## src/rtl/ku040_rst_seq_pkg.sv

```systemverilog
// Shared definitions for the ku040 reset sequencer: FSM state encodings and a
// counter-width helper used to size the sequencing counters.
package ku040_rst_seq_pkg;

    typedef enum logic [2:0] {
        WAIT_LOCK = 3'd0,
        STABLE    = 3'd1,
        REL_CORE  = 3'd2,
        RUN       = 3'd3,
        RERST     = 3'd4
    } rst_state_e;

    // Bits needed to hold the values 0..n-1, never less than one.
    function automatic int clog2_w(input int n);
        int w;
        w = 1;
        while ((1 << w) < n) w++;
        return w;
    endfunction

endpackage

```

## src/rtl/ku040_sync.sv

```systemverilog
// Multi-flop synchronizer bringing a single asynchronous level into the CLK
// domain; cleared asynchronously so the sequencer restarts from "unlocked".
module ku040_sync #(
    parameter int SYNC_STAGES = 2
) (
    input  logic CLK,
    input  logic RST_X,
    input  logic D_ASYNC,
    output logic Q_SYNC
);

    logic [SYNC_STAGES-1:0] sync_q;

    always_ff @(posedge CLK or negedge RST_X) begin
        if (!RST_X) begin
            sync_q <= '0;
        end else begin
            sync_q <= {sync_q[SYNC_STAGES-2:0], D_ASYNC};
        end
    end

    assign Q_SYNC = sync_q[SYNC_STAGES-1];

endmodule

```

## src/rtl/ku040_rst_seq.sv

```systemverilog
// Reset sequencer: waits for a stable MMCM lock, releases CORE_RST_X and then
// USER_RST_X, and drops both on lock loss. Optional macro LOCK_TIMEOUT_EN adds
// an MMCM re-reset request when lock never settles.
module ku040_rst_seq #(
    parameter int SYNC_STAGES    = 2,
    parameter int STABLE_CYCLES  = 1024,
    parameter int CORE_TO_USER   = 256,
    parameter int CNT_W          = 8,
    parameter int TIMEOUT_CYCLES = 65536,
    parameter int RERST_CYCLES   = 256
) (
    input  logic             CLK,
    input  logic             RST_X,
    input  logic             DCM_LOCKED,
    output logic             CORE_RST_X,
    output logic             USER_RST_X,
    output logic             READY,
    output logic [CNT_W-1:0] LOCK_LOSS_CNT,
    output logic             DCM_RST_REQ
);
    import ku040_rst_seq_pkg::*;

    if (SYNC_STAGES < 2 || STABLE_CYCLES < 1 || CORE_TO_USER < 1 || CNT_W < 1 ||
        TIMEOUT_CYCLES < 1 || RERST_CYCLES < 1) begin : g_param_err
        $error("ku040_rst_seq: illegal parameter value");
    end

    // One counter serves the stability window, the core-to-user stagger and the
    // re-reset pulse, since those phases never overlap.
`ifdef LOCK_TIMEOUT_EN
    localparam int SEQ_MAX0 = (STABLE_CYCLES > CORE_TO_USER) ? STABLE_CYCLES : CORE_TO_USER;
    localparam int SEQ_MAX  = (SEQ_MAX0 > RERST_CYCLES) ? SEQ_MAX0 : RERST_CYCLES;
`else
    localparam int SEQ_MAX  = (STABLE_CYCLES > CORE_TO_USER) ? STABLE_CYCLES : CORE_TO_USER;
`endif
    localparam int SEQ_W = clog2_w(SEQ_MAX);
    localparam logic [SEQ_W-1:0] STAB_LAST = SEQ_W'(STABLE_CYCLES - 1);
    localparam logic [SEQ_W-1:0] USER_LAST = SEQ_W'(CORE_TO_USER - 1);

    rst_state_e       state_q, state_d;
    logic [SEQ_W-1:0] seq_cnt_q, seq_cnt_d;
    logic [CNT_W-1:0] loss_cnt_q, loss_cnt_d;
    logic             core_q, core_d;
    logic             user_q, user_d;
    logic             ready_q;
    logic             lock_s;

`ifdef LOCK_TIMEOUT_EN
    localparam int TO_W = clog2_w(TIMEOUT_CYCLES);
    localparam logic [TO_W-1:0]  TO_LAST    = TO_W'(TIMEOUT_CYCLES - 1);
    localparam logic [SEQ_W-1:0] RERST_LAST = SEQ_W'(RERST_CYCLES - 1);
    logic [TO_W-1:0] to_cnt_q, to_cnt_d;
    logic            req_q, req_d;
`endif

    function automatic logic [CNT_W-1:0] sat_inc(input logic [CNT_W-1:0] v);
        return (&v) ? v : v + 1'b1;
    endfunction

    ku040_sync #(
        .SYNC_STAGES (SYNC_STAGES)
    ) u_lock_sync (
        .CLK     (CLK),
        .RST_X   (RST_X),
        .D_ASYNC (DCM_LOCKED),
        .Q_SYNC  (lock_s)
    );

    always_ff @(posedge CLK or negedge RST_X) begin
        if (!RST_X) begin
            state_q    <= WAIT_LOCK;
            seq_cnt_q  <= '0;
            loss_cnt_q <= '0;
            core_q     <= 1'b0;
            user_q     <= 1'b0;
            ready_q    <= 1'b0;
`ifdef LOCK_TIMEOUT_EN
            to_cnt_q   <= '0;
            req_q      <= 1'b0;
`endif
        end else begin
            state_q    <= state_d;
            seq_cnt_q  <= seq_cnt_d;
            loss_cnt_q <= loss_cnt_d;
            core_q     <= core_d;
            user_q     <= user_d;
            ready_q    <= user_d;
`ifdef LOCK_TIMEOUT_EN
            to_cnt_q   <= to_cnt_d;
            req_q      <= req_d;
`endif
        end
    end

    always_comb begin
        state_d    = state_q;
        seq_cnt_d  = seq_cnt_q;
        loss_cnt_d = loss_cnt_q;
`ifdef LOCK_TIMEOUT_EN
        to_cnt_d   = to_cnt_q;
`endif
        case (state_q)
            WAIT_LOCK: begin
                seq_cnt_d = '0;
                if (lock_s) begin
                    if (STABLE_CYCLES == 1) begin
                        state_d = REL_CORE;
                    end else begin
                        state_d   = STABLE;
                        seq_cnt_d = SEQ_W'(1);
                    end
                end
            end
            STABLE: begin
                // A drop here is a failed qualification, not a loss event.
                if (!lock_s) begin
                    state_d   = WAIT_LOCK;
                    seq_cnt_d = '0;
                end else if (seq_cnt_q == STAB_LAST) begin
                    state_d   = REL_CORE;
                    seq_cnt_d = '0;
                end else begin
                    seq_cnt_d = seq_cnt_q + 1'b1;
                end
            end
            REL_CORE: begin
                if (!lock_s) begin
                    state_d    = WAIT_LOCK;
                    seq_cnt_d  = '0;
                    loss_cnt_d = sat_inc(loss_cnt_q);
                end else if (seq_cnt_q == USER_LAST) begin
                    state_d   = RUN;
                    seq_cnt_d = '0;
                end else begin
                    seq_cnt_d = seq_cnt_q + 1'b1;
                end
            end
            RUN: begin
                if (!lock_s) begin
                    state_d    = WAIT_LOCK;
                    seq_cnt_d  = '0;
                    loss_cnt_d = sat_inc(loss_cnt_q);
                end
            end
`ifdef LOCK_TIMEOUT_EN
            RERST: begin
                if (seq_cnt_q == RERST_LAST) begin
                    state_d   = WAIT_LOCK;
                    seq_cnt_d = '0;
                end else begin
                    seq_cnt_d = seq_cnt_q + 1'b1;
                end
            end
`endif
            default: begin
                state_d   = WAIT_LOCK;
                seq_cnt_d = '0;
            end
        endcase
`ifdef LOCK_TIMEOUT_EN
        // Timeout spans STABLE->WAIT_LOCK bounces so a chattering lock still expires.
        if (state_q == WAIT_LOCK || state_q == STABLE) begin
            if (state_d == REL_CORE) begin
                to_cnt_d = '0;
            end else if (to_cnt_q == TO_LAST) begin
                state_d   = RERST;
                seq_cnt_d = '0;
                to_cnt_d  = '0;
            end else begin
                to_cnt_d = to_cnt_q + 1'b1;
            end
        end
`endif
    end

    // Outputs are decoded from the next state and registered, so they never glitch.
    always_comb begin
        core_d = (state_d == REL_CORE) || (state_d == RUN);
        user_d = (state_d == RUN);
`ifdef LOCK_TIMEOUT_EN
        req_d  = (state_d == RERST);
`endif
    end

    assign CORE_RST_X    = core_q;
    assign USER_RST_X    = user_q;
    assign READY         = ready_q;
    assign LOCK_LOSS_CNT = loss_cnt_q;
`ifdef LOCK_TIMEOUT_EN
    assign DCM_RST_REQ   = req_q;
`else
    assign DCM_RST_REQ   = 1'b0;
`endif

endmodule

```

## config.mk

```make
export PLATFORM = sky130hd
export DESIGN_NAME = ku040_rst_seq
export DESIGN_NICKNAME = d
export VERILOG_FILES = /design/src/rtl/ku040_rst_seq_pkg.sv /design/src/rtl/ku040_sync.sv /design/src/rtl/ku040_rst_seq.sv
export SDC_FILE = /design/constraint.sdc
export NUM_CORES = 1
export LEC_CHECK = 0
export BUFFER_PORTS_ARGS = -buffer_cell sky130_fd_sc_hd__buf_2
export CAP_MARGIN = 40
export CORE_ASPECT_RATIO = 0.8
export CORE_UTILIZATION = 51
export DETAILED_ROUTE_END_ITERATION = 12
export GPL_ROUTABILITY_DRIVEN = 0
export PLACE_DENSITY = 0.79
export SYNTH_ARGS = -nofsm -noshare
export SYNTH_HDL_FRONTEND = slang
export SYNTH_HIERARCHICAL = 1
export SYNTH_SLANG_ARGS = --single-unit
```

## constraint.sdc

```tcl
create_clock -name CLK -period 1.6 [get_ports CLK]
set_input_delay 0.32 -clock CLK [delete_from_list [all_inputs] [get_ports CLK]]
set_output_delay 0.32 -clock CLK [all_outputs]
set_load 0.02 [all_outputs]
```

==> summary.md <==
| Metric | Value |
|---|---|
| CP required | around 1800 ps |
| Std cell rows | 16 |
| Avg Cell Area, Syn | between 10 and 15 um2 |
| Register clock-pin slew on the reported worst setup and hold paths | ~140 ps |
| TritonCTS clock tree | done |
| Cells on worst reg2reg path | 6 |
| Starting Density | 53.5% |
| I/O Pins | 15 |
| Worst hold path type | in -> reg |
| Yosys warns | 6 |
| Drt initial violations | 57 |
| Fraction of layout cells with a size suffix above 1 | about a third |
| Min-delay src | DCM_LOCKED |
| Minimum clock period | roughly 1600 ps |
| R2R Path Start | seq_cnt_q[0]$_DFFE_PN0P_ |
| Most frequent cells in the layout | dfrtp_1 (23), buf_2 (13), buf_4 (11) |
| Clock latency on the worst-skew pair | 320 ps |
| R2r endpoint | seq_cnt_q[4]$_DFFE_PN0P_ |
| Core Box Area | ~2400 um2 |
| Die ar. | approximately 2800 um2 |
| Cell-internal power | 760 uW |
| Setup Skew | between 20 and 25 ps |
| Max frequency | 630 MHz |
| Switching part of the total | roughly 22% |
| Clock Path Buffers | 2 |
| Global route overflow | 0 |
| DR pass1 iterations | 4 |
| I/O Buffers | 13 |
| Flops & latches, synth | 25 |
| Comb pwr share | 6.2% |
| Gr usage total | around a fifth |
| Endpoints failing hold | 0 |
| Main flop type after synthesis | dfrtp_1 |
| Tcrit/Tclk final | 99.2% |
| Worst R2R Setup Slack | 10 ps |
| Pwr/cell area | 619 nW/um2 |
| # setup viols final | 0 |
| Worst-Margin Slew | between 500 and 600 ps |
| Status | finished, final reports clean |
| Chip Height | 47.3 um |
| Place WS | around 12 ps |
| Unique masters post-synth | 44 |
| Largest net degree at the start of global routing | 26 |
| Mapped cell area | ~1300 um2 |
| Post-route ant nets | 0 |
| Crit. End Element | flop |
| RSZ-0062 raised after global routing | true |
| Width of the die | 58.6 um |
| CP Class | reg -> reg |
| Wire length on met2 | 1.30 mm |
| Hold endpoint | u_lock_sync/sync_q[0]$_DFF_PN0_ |
| Clk root buf | clkbuf_4 |
| Post-synth EDFFs | 0 |
| Vias per std cell | 5.72 |
| Hold depth | 1 |
| DPL Wire Length | 1.86 mm |
| Initial antenna violation count | 0 |
| Total Wirelength | ~2.7 mm |
| Worst hold slack | between 100 and 150 ps |
| Metal-1 WL | 1.28 mm |
| Multi-input gate area | between 600 and 700 um2 |
| Setup ws final | roughly 13 ps |
| Fin Setup TNS | 0 ps |
| Number of global-route vias before repair | 869 |
| Part of the power in registers | roughly two thirds |
| Psw | approximately 220 uW |
| Layout fillers | 207 |
| Top routing layer in use | met4 |
| CP arrival | roughly 1800 ps |
| Clock power share | 28.1% |
| Fin nets | between 150 and 200 |
| Diodes inserted | 0 |
| Max IR drop VDD | ~550 uV |
| CP Launch Type | flop |
| Register area share after synthesis | a little under half |
| Met3 Wirelength | about 90 um |
| Leak Pwr | between 0.0006 and 0.0007 uW |
| Slew Limit Fails | 0 |
| Most common cell after layout, fill and taps aside | dfrtp_1 |
| Post-synthesis cell count | roughly 120 |
| Remaining DRCs | 0 |
| CTS sink count | 25 |
| Worst-path fanout max | 8 |
| Maximum level of the CTS H-tree | 1 |
| First-pass GRT wire length | slightly below 4 mm |
| Vias | 1036 |
| Clock buffer count from CTS | 3 |
| Area delta synth->final | 21.1% |
| Relative slew margins | roughly 64% |
| Routed len/inst | about 15 um |
| Number of max-cap violations | 0 |
| FFs w/ async S/R, synth | 100% |
| Register area | 628 um2 |
## synth_stat cells, types with 4 or more instances
cell	instances	area share [%]
nor2_1	5	1.4
and3_1	6	2.9
dfrtp_1	25	48
nand3_1	5	1.9
a21oi_1	5	1.9
o21ai_0	4	1.5
nand2_1	7	2.0
xor2_1	4	2.7
nand4_1	5	2.4
xnor2_1	5	3.3
inv_1	5	1.4
## final cells by class
| cell class | instances | share of cell area, % |
|---|---|---|
| Sequential cell | 25 | 39.7 |
| Inverter | 5 | 1.18 |
| Timing Repair Buffer | 26 | 10.7 |
| Tap cell | 36 | 2.84 |
| Clock buffer | 4 | 1.66 |
| Multi-Input combinational cell | 85 | 44.0 |
## state kept, by name (all words and copies together), names as in the netlist
name and count:
LOCK_LOSS_CNT 8, state_q 3, READY 1, u_lock_sync/sync_q 2, seq_cnt_q 10, CORE_RST_X 1
## metal layers
layer  GRT usage, %  up-vias
met4           5.24        0
met2           29.9       18
met5              0        -
met1           27.5      522
li1               -      494
met3           5.51        2
## critical path, stage by stage, from the launching register on
cell,delay (ps)
dfrtp_1,380
ha_2,200
and3_4,280
buf_4,130
nand4_1,100
a21oi_2,290
a211oi_2,70
## power by group through the flow
stage,sequential [uW],combinational [uW],clock (uW)
2_1_floorplan,655,27.3,0
3_3_place_gp,656,52.0,0
3_5_place_dp,657,53.2,0
4_1_cts,644,55.4,284
5_1_grt,646,67.2,309
6_report,645,60.4,275
## timing repair
item                                    CTS  global route
endpoints found under the setup margin    0            14
resized for setup                         0            15
setup buffers                             0             5
hold buffers                              1             0
endpoints found under the hold margin    24             0
## worst max-delay path by stage
stage,from,end,cells past startpoint
finish,seq_cnt_q[0]$_DFFE_PN0P_,seq_cnt_q[4]$_DFFE_PN0P_,6
global route,seq_cnt_q[1]$_DFFE_PN0P_,seq_cnt_q[4]$_DFFE_PN0P_,6
CTS,seq_cnt_q[1]$_DFFE_PN0P_,seq_cnt_q[7]$_DFFE_PN0P_,5
detailed placement,seq_cnt_q[1]$_DFFE_PN0P_,seq_cnt_q[7]$_DFFE_PN0P_,5
global placement,seq_cnt_q[1]$_DFFE_PN0P_,seq_cnt_q[7]$_DFFE_PN0P_,5
floorplan,seq_cnt_q[1]$_DFFE_PN0P_,seq_cnt_q[8]$_DFFE_PN0P_,6
## logic make-up after synthesis
logic type / count (synthesis) / share of synthesized area (%)
other: 1 / 0.287
AO/OA/AOI/OAI: 25 / 16.2
XOR/XNOR: 9 / 6.03
AND/OR/NAND/NOR: 44 / 20.4
adder cells (fa/ha/maj): 4 / 3.54
multiplexers: 1 / 0.861
flip-flops: 25 / 47.8
buffers and inverters: 13 / 4.88
## through the flow
stage               cells  power (uW)  utilization (%)  area, um2
CTS                   176         984             60.3       1470
floorplan             123         683                -       1330
detailed placement    171         710             58.9       1440
global route          181        1020             64.9       1580
finish                181         980             64.9       1580
global placement      171         708             58.9       1440
Power figures use the tool's default switching activity.
